File: src/rtl/disp_writer.sv
// disp_writer: downstream stage of the disparity calculator.
// Assigns a raster position to each disparity strobe. It buffers
// {address, disparity} pairs in a small show-ahead FIFO that absorbs RAM
// back-pressure, and it runs the per-frame IDLE/RUN/DRAIN/DONE sequence.
// Optional build macro DISP_MEDIAN3_EN: a 3-tap horizontal median filter is
// applied in-line (zero latency) to the value that is pushed.
module disp_writer #(
  parameter int IMG_W      = 128,
  parameter int IMG_H      = 16,
  parameter int DW         = 6,
  parameter int AW         = 11,
  parameter int FIFO_DEPTH = 4
) (
  input  logic          clk,
  input  logic          rst_n,
  input  logic          start,
  input  logic [DW-1:0] d_in,
  input  logic          d_valid,
  input  logic          wr_ready,
  output logic          wr_en,
  output logic [AW-1:0] wr_addr,
  output logic [DW-1:0] wr_data,
  output logic          busy,
  output logic          frame_done,
  output logic          overflow,
  output logic [DW-1:0] max_d
);

  localparam int XW = (IMG_W > 1) ? $clog2(IMG_W) : 1;
  localparam int YW = (IMG_H > 1) ? $clog2(IMG_H) : 1;
  localparam int PW = $clog2(FIFO_DEPTH);
  localparam int CW = PW + 1;
  localparam int EW = AW + DW;

  localparam logic [XW-1:0] X_LAST  = XW'(IMG_W - 1);
  localparam logic [YW-1:0] Y_LAST  = YW'(IMG_H - 1);
  localparam logic [AW-1:0] ROW_LEN = AW'(IMG_W);
  localparam logic [CW-1:0] CNT_MAX = CW'(FIFO_DEPTH);

  typedef enum logic [1:0] {
    S_IDLE  = 2'd0,
    S_RUN   = 2'd1,
    S_DRAIN = 2'd2,
    S_DONE  = 2'd3
  } state_t;

  // Median of three unsigned values: clamp c into [min(a,b), max(a,b)].
  function automatic logic [DW-1:0] med3(input logic [DW-1:0] a,
                                         input logic [DW-1:0] b,
                                         input logic [DW-1:0] c);
    logic [DW-1:0] lo;
    logic [DW-1:0] hi;
    logic [DW-1:0] res;
    if (a < b) begin
      lo = a;
      hi = b;
    end else begin
      lo = b;
      hi = a;
    end
    if (c <= lo) begin
      res = lo;
    end else if (c >= hi) begin
      res = hi;
    end else begin
      res = c;
    end
    return res;
  endfunction

  state_t          r_state;
  state_t          w_state_nxt;
  logic [XW-1:0]   r_x;
  logic [YW-1:0]   r_y;
  logic [EW-1:0]   r_mem [FIFO_DEPTH];
  logic [PW-1:0]   r_wr_ptr;
  logic [PW-1:0]   r_rd_ptr;
  logic [CW-1:0]   r_count;
  logic            r_busy;
  logic            r_frame_done;
  logic            r_overflow;
  logic [DW-1:0]   r_max_d;

  logic            w_start_frame;
  logic            w_accept_pix;
  logic            w_last_slot;
  logic            w_fifo_empty;
  logic            w_fifo_full;
  logic            w_pop;
  logic            w_push;
  logic            w_drop;
  logic [AW-1:0]   w_slot_addr;
  logic [DW-1:0]   w_pix;

  // Strobe qualification and FIFO handshake decode.
  always_comb begin
    w_start_frame = (r_state == S_IDLE) && start;
    w_accept_pix  = (r_state == S_RUN) && d_valid;
    w_last_slot   = (r_x == X_LAST) && (r_y == Y_LAST);
    w_fifo_empty  = (r_count == CW'(0));
    w_fifo_full   = (r_count == CNT_MAX);
    w_pop         = !w_fifo_empty && wr_ready;
    // A full FIFO can still take the pixel when the head leaves this cycle.
    w_push        = w_accept_pix && (!w_fifo_full || w_pop);
    w_drop        = w_accept_pix && !w_push;
    w_slot_addr   = (AW'(r_y) * ROW_LEN) + AW'(r_x);
  end

`ifdef DISP_MEDIAN3_EN
  logic [DW-1:0] r_h1;
  logic [DW-1:0] r_h2;

  // Filtered pixel: pass-through at row start, h2 replicated from h1 at x=1.
  always_comb begin
    if (r_x == XW'(0)) begin
      w_pix = d_in;
    end else if (r_x == XW'(1)) begin
      w_pix = med3(r_h1, r_h1, d_in);
    end else begin
      w_pix = med3(r_h2, r_h1, d_in);
    end
  end

  // Row history shifts on every RUN strobe, dropped pixels included.
  always_ff @(posedge clk) begin
    if (!rst_n) begin
      r_h1 <= {DW{1'b0}};
      r_h2 <= {DW{1'b0}};
    end else if (w_accept_pix) begin
      if (r_x == XW'(0)) begin
        r_h1 <= d_in;
        r_h2 <= d_in;
      end else begin
        r_h2 <= r_h1;
        r_h1 <= d_in;
      end
    end else begin
      r_h1 <= r_h1;
      r_h2 <= r_h2;
    end
  end
`else
  // Unfiltered build: the calculator output is written unchanged.
  always_comb begin
    w_pix = d_in;
  end
`endif

  // Frame state register.
  always_ff @(posedge clk) begin
    if (!rst_n) begin
      r_state <= S_IDLE;
    end else begin
      r_state <= w_state_nxt;
    end
  end

  // Frame sequencing: start only in IDLE, drain the buffer before DONE.
  always_comb begin
    w_state_nxt = r_state;
    case (r_state)
      S_IDLE: begin
        if (start) begin
          w_state_nxt = S_RUN;
        end else begin
          w_state_nxt = S_IDLE;
        end
      end
      S_RUN: begin
        if (d_valid && w_last_slot) begin
          w_state_nxt = S_DRAIN;
        end else begin
          w_state_nxt = S_RUN;
        end
      end
      S_DRAIN: begin
        if (w_fifo_empty) begin
          w_state_nxt = S_DONE;
        end else begin
          w_state_nxt = S_DRAIN;
        end
      end
      S_DONE: begin
        w_state_nxt = S_IDLE;
      end
      default: begin
        w_state_nxt = S_IDLE;
      end
    endcase
  end

  // Raster counters advance on every RUN strobe so drops keep alignment.
  always_ff @(posedge clk) begin
    if (!rst_n) begin
      r_x <= XW'(0);
      r_y <= YW'(0);
    end else if (w_start_frame) begin
      r_x <= XW'(0);
      r_y <= YW'(0);
    end else if (w_accept_pix) begin
      if (r_x == X_LAST) begin
        r_x <= XW'(0);
        if (r_y == Y_LAST) begin
          r_y <= YW'(0);
        end else begin
          r_y <= r_y + YW'(1);
        end
      end else begin
        r_x <= r_x + XW'(1);
        r_y <= r_y;
      end
    end else begin
      r_x <= r_x;
      r_y <= r_y;
    end
  end

  // FIFO storage; contents need no reset because occupancy gates visibility.
  always_ff @(posedge clk) begin
    if (w_push) begin
      r_mem[r_wr_ptr] <= {w_slot_addr, w_pix};
    end
  end

  // FIFO pointers and occupancy; pointers wrap naturally at a power-of-two depth.
  always_ff @(posedge clk) begin
    if (!rst_n) begin
      r_wr_ptr <= PW'(0);
      r_rd_ptr <= PW'(0);
      r_count  <= CW'(0);
    end else begin
      if (w_push) begin
        r_wr_ptr <= r_wr_ptr + PW'(1);
      end else begin
        r_wr_ptr <= r_wr_ptr;
      end
      if (w_pop) begin
        r_rd_ptr <= r_rd_ptr + PW'(1);
      end else begin
        r_rd_ptr <= r_rd_ptr;
      end
      case ({w_push, w_pop})
        2'b10:   r_count <= r_count + CW'(1);
        2'b01:   r_count <= r_count - CW'(1);
        default: r_count <= r_count;
      endcase
    end
  end

  // Frame status: sticky overflow and running maximum, cleared at frame start.
  always_ff @(posedge clk) begin
    if (!rst_n) begin
      r_overflow <= 1'b0;
      r_max_d    <= {DW{1'b0}};
    end else if (w_start_frame) begin
      r_overflow <= 1'b0;
      r_max_d    <= {DW{1'b0}};
    end else begin
      if (w_drop) begin
        r_overflow <= 1'b1;
      end else begin
        r_overflow <= r_overflow;
      end
      if (w_push && (w_pix > r_max_d)) begin
        r_max_d <= w_pix;
      end else begin
        r_max_d <= r_max_d;
      end
    end
  end

  // Registered busy / frame_done flags, aligned with the state they describe.
  always_ff @(posedge clk) begin
    if (!rst_n) begin
      r_busy       <= 1'b0;
      r_frame_done <= 1'b0;
    end else begin
      r_busy       <= (w_state_nxt == S_RUN) || (w_state_nxt == S_DRAIN);
      r_frame_done <= (w_state_nxt == S_DONE);
    end
  end

  assign wr_en                = !w_fifo_empty;
  assign {wr_addr, wr_data}   = r_mem[r_rd_ptr];
  assign busy                 = r_busy;
  assign frame_done           = r_frame_done;
  assign overflow             = r_overflow;
  assign max_d                = r_max_d;

endmodule

File: config.mk
export PLATFORM = sky130hd
export DESIGN_NAME = disp_writer
export DESIGN_NICKNAME = d
export VERILOG_FILES = /design/src/rtl/disp_writer.sv
export SDC_FILE = /design/constraint.sdc
export NUM_CORES = 1
export LEC_CHECK = 0
export ABC_AREA = 1
export CAP_MARGIN = 20
export CORE_MARGIN = 5
export CORE_UTILIZATION = 61
export CTS_CLUSTER_DIAMETER = 80
export CTS_CLUSTER_SIZE = 12
export DETAILED_ROUTE_END_ITERATION = 12
export PLACE_DENSITY = 0.86
export SLEW_MARGIN = 25
export SYNTH_ARGS = -nofsm -noshare
export SYNTH_HDL_FRONTEND = slang
export SYNTH_SLANG_ARGS = --single-unit
File: constraint.sdc
create_clock -name clk -period 3.19 [get_ports clk]
set_clock_uncertainty 0.1 [all_clocks]
set_input_delay 0.638 -clock clk [delete_from_list [all_inputs] [get_ports clk]]
set_output_delay 0.638 -clock clk [all_outputs]
set_load 0.01 [all_outputs]
After elaboration in Yosys (flattened, before gate mapping). Memories as Yosys holds them, arrays and structs flattened. A register that Yosys moved wholly into a read port is not among the register bits. Cells that the tools add are included. W data, S select, Z words.

Multipliers: 0. $add $sub $neg: 7. Bitwise gates (word level): 1. Multiplexer cells: 11. Divide/modulo/power cells: 0. Reduce and logical (&&, ||, !) cells: 18. Eq/ne operators: 11. Shift-type cells: 0. Order comparisons: 1.

Operators by type and width (number): $add A11 B7 Y11 (1); $eq A2 B2 Y1 const B (5); $logic_and A1 B1 Y1 (8); $pmux W2 S4 (1); $add A7 B1 Y7 const B (1); $eq A7 B7 Y1 const B (1); $mux W7 (1); $eq A2 B1 Y1 const B (3); $gt A6 B6 Y1 (1); $mux W2 (3); $pmux W3 S2 (1); $add A2 B1 Y2 const B (2); $add A4 B1 Y4 const B (1); $eq A4 B4 Y1 const B (1); $mux W1 (4); $mux W4 (1); $add A3 B1 Y3 const B (1); $eq A3 B3 Y1 const B (1); $logic_not A1 Y1 (3); $logic_not A3 Y1 (1); $sub A3 B1 Y3 const B (1); $logic_not A2 Y1 (1); $logic_or A1 B1 Y1 (2); $reduce_and A2 Y1 (1); 3 further kinds (3).

Register bits: 29. Bits in latches: 0. Output and inout bits: 27. Logic and storage cells: 60. Input port bits: 11. ROM bits: 0. Bits in writable memories: 68. Memories kept: 1.

Memory list: r_mem (depth 4, width 17, read ports 1, clocked after Yosys merged registers in 1, wr ports 1, RTL line 75) `logic [EW-1:0] r_mem [FIFO_DEPTH];`.

Depth between registers and ports, before layout. Gate-level depths: netlist of the first run.

Word-level depth: 7. Gate-level depth with buffers: 10. Depth with buffers taken out: 10.

Worst setup path before layout of the first run. No wires, ideal clock.

Path kind: input port to flip-flop. Start: input d_valid. End: memory r_mem[0][0] (netlist name) (enable). Cell stages on the path: 4. Arrival: 1.673 ns. Slack: 1.026 ns. Setup time: 0.391 ns. Data required time: 2.699 ns. Path buffers: 0. Path through: inv_2 -> nor2_8 -> nand2_4 -> nor2_1.

Cells in the longest elaborated chain, start to end: 4.

RTL lines: start, declared (RTL line 18) `input logic d_valid,`; $logic_and A1 B1 Y1 (RTL line 98) `w_accept_pix = (r_state == S_RUN) && d_valid;`; $logic_and A1 B1 Y1 (RTL line 104) `w_push = w_accept_pix && (!w_fifo_full || w_pop);`; $mux W1 (RTL line 220) `if (w_push) begin`; $mux W1 (implied by the code) (RTL line 221) `r_mem[r_wr_ptr] <= {w_slot_addr, w_pix};`; end, declared (RTL line 75).

No other way between the ends.

==> results.sh, run 1 <==
export IMPL_cp_num_cells=5
export IMPL_final_cells=520
export IMPL_netlist_top_cell_by_area="edfxtp_1"
export IMPL_crit_chain="inv_1 > buf_4 > o21ai_0 > o22ai_1 > clkdlybuf4s50_1"
export IMPL_synth_xor_area_share_pct=0.421
export IMPL_rrSetupSlack_ps=1140
export IMPL_reg2regPathDepth=9
export IMPL_die_h_um=92.6
export IMPL_synth_edf_count=68
export IMPL_path_class="reg2out"
export IMPL_crit_path_end_kind="primary output"
export IMPL_ys_ff_latch=99
export IMPL_dp_cells=504
export IMPL_final_util_pct=71.2
export IMPL_root_buffer="clkbuf_8"
export IMPL_start_util_pct=61.9
export IMPL_min_period_over_period_pct=90.6
export IMPL_whs_path_depth=1
export IMPL_hold_buffers=0
export IMPL_layout_commonest_cell="edfxtp_1"
export IMPL_synthMuxAreaShare_pct=0
export IMPL_required_ps=2450
export IMPL_avgSynthCellArea_um2=10.6
export IMPL_clk_path_buf_depth=2
export IMPL_clock_sinks=99
export IMPL_worst_hold_slack_ps=388
export IMPL_fin_setup_tns_ps=0
export IMPL_synth_fa_ha_area_share_pct=4.39
export IMPL_drtAntennaViolNets=0
export IMPL_synth_top_cells_by_area="edfxtp_1 49%, dfxtp_1 15%, nor2_1 5.5%"
export IMPL_critPathLaunchType="flip-flop"
export IMPL_yosysTopAreaCellShare_pct=49.1
export IMPL_fin_crit_ps=2890
export IMPL_total_power_mw=2.88
export IMPL_rows=30
export IMPL_synth_simple_area_share_pct=14.6
export IMPL_synth_cell_types=32
export IMPL_setup_viol=0
export IMPL_highest_layer="met4"
export IMPL_num_vias=2878
export IMPL_worst_path_buf_inv=3
export IMPL_cts_buffers=9
export IMPL_max_freq_mhz=346
export IMPL_synth_compound_area_share_pct=11.0
export IMPL_p_leak_nw=1.75
export IMPL_relSlewSlack_pct=66.2
export IMPL_cts_tree="built"
export IMPL_via_per_inst=5.53
export IMPL_fillers=466
export IMPL_power_density_nw_per_um2=603
export IMPL_layout_common_cells="68 x edfxtp_1, 61 x nor2_1, 43 x nand2_1, 43 x o21ai_0, 41 x inv_1"
export IMPL_clk_latency_ps=360
export IMPL_status="finished clean"
export IMPL_core_um2=6720
export IMPL_ios=38
export IMPL_synthFlopType="edfxtp_1"
export IMPL_dr_wl_met2_mm=3.89
export IMPL_path_clk_slew_ps=90
export IMPL_grt_overflow=0
export IMPL_gp_congestion=0.819
export IMPL_ir_drop_uv=330
export IMPL_routed_wl_mm=7.93
export IMPL_synth_top_family_by_area="simple AND/OR/NAND/NOR gates"
export IMPL_area_growth_pct=15.0
export IMPL_netlist_area_um2=4160
export IMPL_ctsResizeCount=0
export IMPL_die_w_um=92.6
export IMPL_drc_errors=0
export IMPL_drv_slew=0
export IMPL_grt_max_degree=35
export IMPL_drtPass1Iterations=4
export IMPL_die_area_um2=8570
export IMPL_drive_above_1_share_pct=7.95
export IMPL_track_usage_pct=19.9
export IMPL_antenna_found_initial=0
export IMPL_post_cts_buffers=0
export IMPL_hold_path_class="reg2reg"
export IMPL_wl_met1_mm=3.55
export IMPL_wire_per_inst_um=15.2
export IMPL_worstMarginPinSlew_ps=506
export IMPL_cp_slowest_cell="clkdlybuf4s50_1"
export IMPL_syn_inst=392
export IMPL_met3_length_um=331
export IMPL_drv_cap=0
export IMPL_io_buffers=37
export IMPL_yosys_warnings=0
export IMPL_hold_viol=0
export IMPL_rsz0062_at_grt="false"
export IMPL_crit_family="buffers and inverters"
export IMPL_first_iter_violations=183
export IMPL_grt_pass1_vias=2843
export IMPL_syn_nets=417
export IMPL_async_reset_ff_share_pct=0
export IMPL_grt_pass1_wl_mm=13.2
export IMPL_max_stage_delay_ps=570
export IMPL_crit_arrival_ps=2150
export IMPL_path_max_fanout=24
export IMPL_hpwl_mm=5.27
export IMPL_synth_seq_area_share_pct=64.0
export IMPL_cts_max_level=3
export IMPL_diodes=0
export IMPL_nNetsFinal=460
==> worst register-to-register path: stages (launching register included) <==
cell	delay (ps)
dfxtp_1	510
ha_1	220
inv_1	60
nor2_1	160
nand3_2	140
o21ai_0	270
nand2_1	100
ha_1	280
nand2_1	70
inv_1	40
==> state kept, by name (all words and copies together) (netlist names), named ones only <==
signal / count
busy: 1
frame_done: 1
max_d: 6
overflow: 1
r_count: 3
r_mem: 68
r_rd_ptr: 2
r_state: 2
r_wr_ptr: 2
r_x: 7
r_y: 4
==> synth_stat cells, types with 7 or more instances <==
master     n
nand2_1   43
o22ai_1   17
clkbuf_1   7
nand3_1   16
inv_1     41
o21ai_0   43
edfxtp_1  68
dfxtp_1   31
a21oi_1   20
ha_1      13
nor2_1    61
==> through the flow <==
| step | setup WS (ps) | instance area [µm²] |
|---|---|---|
| 2_1_floorplan | 1030 | 4160 |
| 3_3_place_gp | 661 | 4620 |
| 3_5_place_dp | 534 | 4620 |
| 4_1_cts | 272 | 4780 |
| 5_1_grt | 152 | 4780 |
| 6_report | 301 | 4780 |
==> path summary, 6_finish.rpt <==
path	from	to
max	flip-flop	wr_addr[9]
min	r_rd_ptr[0]$_SDFFE_PN0P_	r_rd_ptr[0]$_SDFFE_PN0P_
max reg2reg	r_x[0]$_SDFFE_PP0P_	busy$_SDFF_PN0_
min reg2reg	r_rd_ptr[0]$_SDFFE_PN0P_	r_rd_ptr[0]$_SDFFE_PN0P_
==> kinds of logic (layout without fill, tap and decap cells) <==
family | count (synthesis) | in the layout
fa+ha+maj | 14 | 14
compound gates | 85 | 85
buf+inv | 56 | 104
simple gates | 136 | 136
flops | 99 | 99
xor+xnor | 2 | 2
==> report_power, final <==
group | leakage [nW] | switching [mW] | internal, mW
registers | 0.879 | 0.0334 | 1.42
logic | 0.794 | 0.414 | 0.318
clock network | 0.0763 | 0.418 | 0.282
total | 1.75 | 0.866 | 2.02
==> layer usage <==
metal  up-vias  track usage (%)
li1       1431                -
met1      1372             25.6
met2        61             33.1
met3        14             4.22
met4         0             7.80
met5         -                0
==> layout make-up <==
class / count / area [µm²] / area share, %
Multi-Input combinational cell: 237 / 1260 / 26.4
Clock buffer: 10 / 128 / 2.67
Timing Repair Buffer: 44 / 423 / 8.84
Sequential cell: 99 / 2660 / 55.7
Clock inverter: 6 / 40.0 / 0.837
Inverter: 44 / 165 / 3.45
Tap cell: 80 / 100 / 2.09
Power figures use the tool's default switching activity.
==> run 2, diff against run 1 <==
- ABC_AREA: 1 -> not set
- TNS_END_PERCENT: not set -> 1
==> run 2 against run 1 <==
  * Final cell count is 24% lower
  * Final area is 1.2% lower
  * Register-to-register slack worse by 70 ps
  * Sequential power hardly changed
  * Synthesized cell count is 32% lower
  * Flip-flop and latch count stayed put
  * Power is 5.0% lower
  * Count of clock-buffer cells in the layout stayed put
  * Via count is 20% lower
  * Die area is 2.3% lower
  * Sequential share of layout area is 0.66 points higher
  * Fmax is 3.6% higher
  * Critical path type unchanged
  * Critical endpoint is now wr_data[2]
  * Largest cell class unchanged
  * Highest routed layer unchanged
==> results.sh, run 2 <==
export IMPL_area_growth_pct=16.6
export IMPL_synth_seq_area_share_pct=65.7
export IMPL_routed_wl_mm=7.25
export IMPL_worstMarginPinSlew_ps=448
export IMPL_root_buffer="clkbuf_8"
export IMPL_synth_xor_area_share_pct=1.95
export IMPL_hold_buffers=0
export IMPL_yosysTopAreaCellShare_pct=50.4
export IMPL_nNetsFinal=339
export IMPL_ctsResizeCount=0
export IMPL_cts_buffers=9
export IMPL_hold_viol=0
export IMPL_diodes=0
export IMPL_path_max_fanout=17
export IMPL_post_cts_buffers=0
export IMPL_syn_inst=265
export IMPL_synth_cell_types=45
export IMPL_p_switching_uw=716
export IMPL_min_period_over_period_pct=87.5
export IMPL_synthFlopType="edfxtp_1"
export IMPL_intPower_mw=2.02
export IMPL_synth_top_cells_by_area="edfxtp_1 50%, dfxtp_1 15%, mux4_2 9.4%"
export IMPL_async_reset_ff_share_pct=0
export IMPL_grt_overflow=0
export IMPL_critPathLaunchType="flip-flop"
export IMPL_clk_latency_ps=350
export IMPL_clk_path_buf_depth=2
export IMPL_drive_above_1_share_pct=14.4
export IMPL_grt_pass1_vias=2319
export IMPL_setup_viol=0
export IMPL_p_leak_nw=1.70
export IMPL_largest_reg_flops=68
export IMPL_antenna_found_initial=0
export IMPL_syn_nets=290
export IMPL_relSlewSlack_pct=69.9
export IMPL_rr_endpoint="busy$_SDFF_PN0_"
export IMPL_max_stage_delay_ps=560
export IMPL_fillers=408
export IMPL_synth_top_family_by_area="multiplexers"
export IMPL_synthMuxAreaShare_pct=11.9
export IMPL_r2r_start="r_x[0]$_SDFFE_PP0P_"
export IMPL_hpwl_mm=4.84
export IMPL_rrSetupSlack_ps=1070
export IMPL_swShare_pct=26.1
export IMPL_netlist_area_um2=4050
export IMPL_gp_congestion=0.816
export IMPL_yosys_warnings=0
export IMPL_drc_errors=0
export IMPL_synth_most_common_cell="edfxtp_1"
export IMPL_grt_pass1_wl_mm=11.9
export IMPL_core_um2=6420
export IMPL_hold_path_class="reg2reg"
export IMPL_drv_cap=0
export IMPL_ios=38
export IMPL_fin_setup_tns_ps=0
export IMPL_ys_top_cells_by_count="68 x edfxtp_1, 31 x dfxtp_1, 24 x nand2_1, 17 x mux4_2, 15 x nor2_1"
export IMPL_synth_simple_area_share_pct=9.97
export IMPL_die_w_um=91.5
export IMPL_die_h_um=91.5
export IMPL_cts_tree="built"
export IMPL_clkPwrFrac_pct=27.0
export IMPL_path_clk_slew_ps=90
export IMPL_first_iter_violations=156
export IMPL_grt_max_degree=19
export IMPL_start_util_pct=63.1
export IMPL_whs_path_depth=2
export IMPL_crit_arrival_ps=2050
export IMPL_cts_max_level=3
export IMPL_fin_crit_ps=2790
export IMPL_path_class="reg2out"
export IMPL_synth_compound_area_share_pct=4.11
export IMPL_ys_ff_latch=99
export IMPL_max_freq_mhz=358
export IMPL_rsz0062_at_grt="false"
export IMPL_power_frac_comb_pct=20.1
export IMPL_place_area_um2=4550
export IMPL_power_density_nw_per_um2=579
export IMPL_die_area_um2=8370
export IMPL_required_ps=2450
export IMPL_pwr_share_seq_pct=52.9
export IMPL_layout_common_cells="68 x edfxtp_1, 37 x clkdlybuf4s50_1, 31 x dfxtp_1"
export IMPL_crit_path_end_kind="primary output"
export IMPL_seqCellArea_um2=2660
export IMPL_holdPathEnd="max_d[2]$_SDFFE_PP0P_"
export IMPL_io_buffers=37
export IMPL_layout_commonest_cell="edfxtp_1"
export IMPL_top_register="r_mem"
export IMPL_ir_drop_uv=376
export IMPL_final_area_um2=4730
export IMPL_synth_edf_count=68
export IMPL_netlist_top_cell_by_area="edfxtp_1"
export IMPL_avgSynthCellArea_um2=15.3
export IMPL_drtPass1Iterations=4
export IMPL_via_per_inst=5.81
export IMPL_drv_slew=0
export IMPL_reg2regPathDepth=6
export IMPL_num_vias=2301
export IMPL_track_usage_pct=18.4
export IMPL_rows=29
export IMPL_cp_slowest_cell="mux4_2"
export IMPL_status="finished clean"
export IMPL_wire_per_inst_um=18.3
export IMPL_synth_fa_ha_area_share_pct=4.51
export IMPL_final_util_pct=73.6
export IMPL_drtAntennaViolNets=0
export IMPL_min_from="max_d[2]$_SDFFE_PP0P_"
export IMPL_crit_chain="buf_4 > mux4_2 > clkdlybuf4s50_1"
export IMPL_multiInputGateArea_um2=1320
export IMPL_clock_sinks=99
## run 2: changes by cell type after synthesis, moves of 12 or more
cell / change
nor2_1: -46
o22ai_1: -17
a21oi_1: -16
mux4_2: +17
o21ai_0: -38
nand2_1: -19
inv_1: -30
and2_1: +12
## run 2: worst max path at each step
stage | startpoint | end | slack [ps] | cells past startpoint
final | flip-flop | wr_data[2] | 400 | 3
after global routing | flip-flop | wr_addr[8] | 270 | 3
after CTS | flip-flop | wr_data[2] | 360 | 3
after detailed placement | d_in[3] | max_d[1]$_SDFFE_PP0P_ | 380 | 6
after global placement | d_in[3] | max_d[3]$_SDFFE_PP0P_ | 450 | 6
after floorplan | d_valid | r_count[2]$_SDFFE_PN0P_ | 1040 | 7
## run 2: area by class of cell
cell class              count  share of cell area [%]
clock buffers              10                    2.70
clock inverters             6                    1.14
inverters                  11                   0.873
multi-input cells         148                    27.8
flip-flops and latches     99                    56.3
well taps                  77                    2.04
repair buffers             45                    9.11
## run 2: cells by family after synthesis
logic type | after synthesis
compound gates | 22
xor+xnor | 9
simple gates | 76
mux | 27
fa+ha+maj | 14
buf+inv | 18
flops | 99
## run 2: power by group through the flow
stage                     sequential (mW)  combinational [mW]  clock [mW]
final                                1.45               0.551       0.740
after global placement               1.47               0.549           0
after detailed placement             1.48               0.557           0
after CTS                            1.45               0.561       0.752
after global routing                 1.45               0.602       0.813
after floorplan                      1.47               0.347           0
## run 2: metal layers
layer	wire length (µm)	up-vias	GRT usage [%]
li1	-	1095	-
met2	3740	60	31.0
met1	3100	1139	24.5
met5	0	-	0
met3	324	7	3.47
met4	78	0	5.65
## run 2: per-stage QoR
stage,worst slack [ps],power [mW],hold WS [ps],instances
2_1_floorplan,1040,1.82,380,265
3_3_place_gp,446,2.02,357,380
3_5_place_dp,381,2.03,368,380
4_1_cts,358,2.76,382,396
5_1_grt,275,2.87,389,396
6_report,400,2.74,379,396
## run 2: worst max-delay path: cells and delay by family, from the launching register on
kind	cells	cell delay, ps
multiplexers	1	560
flip-flops	1	320
buffers and inverters	2	820
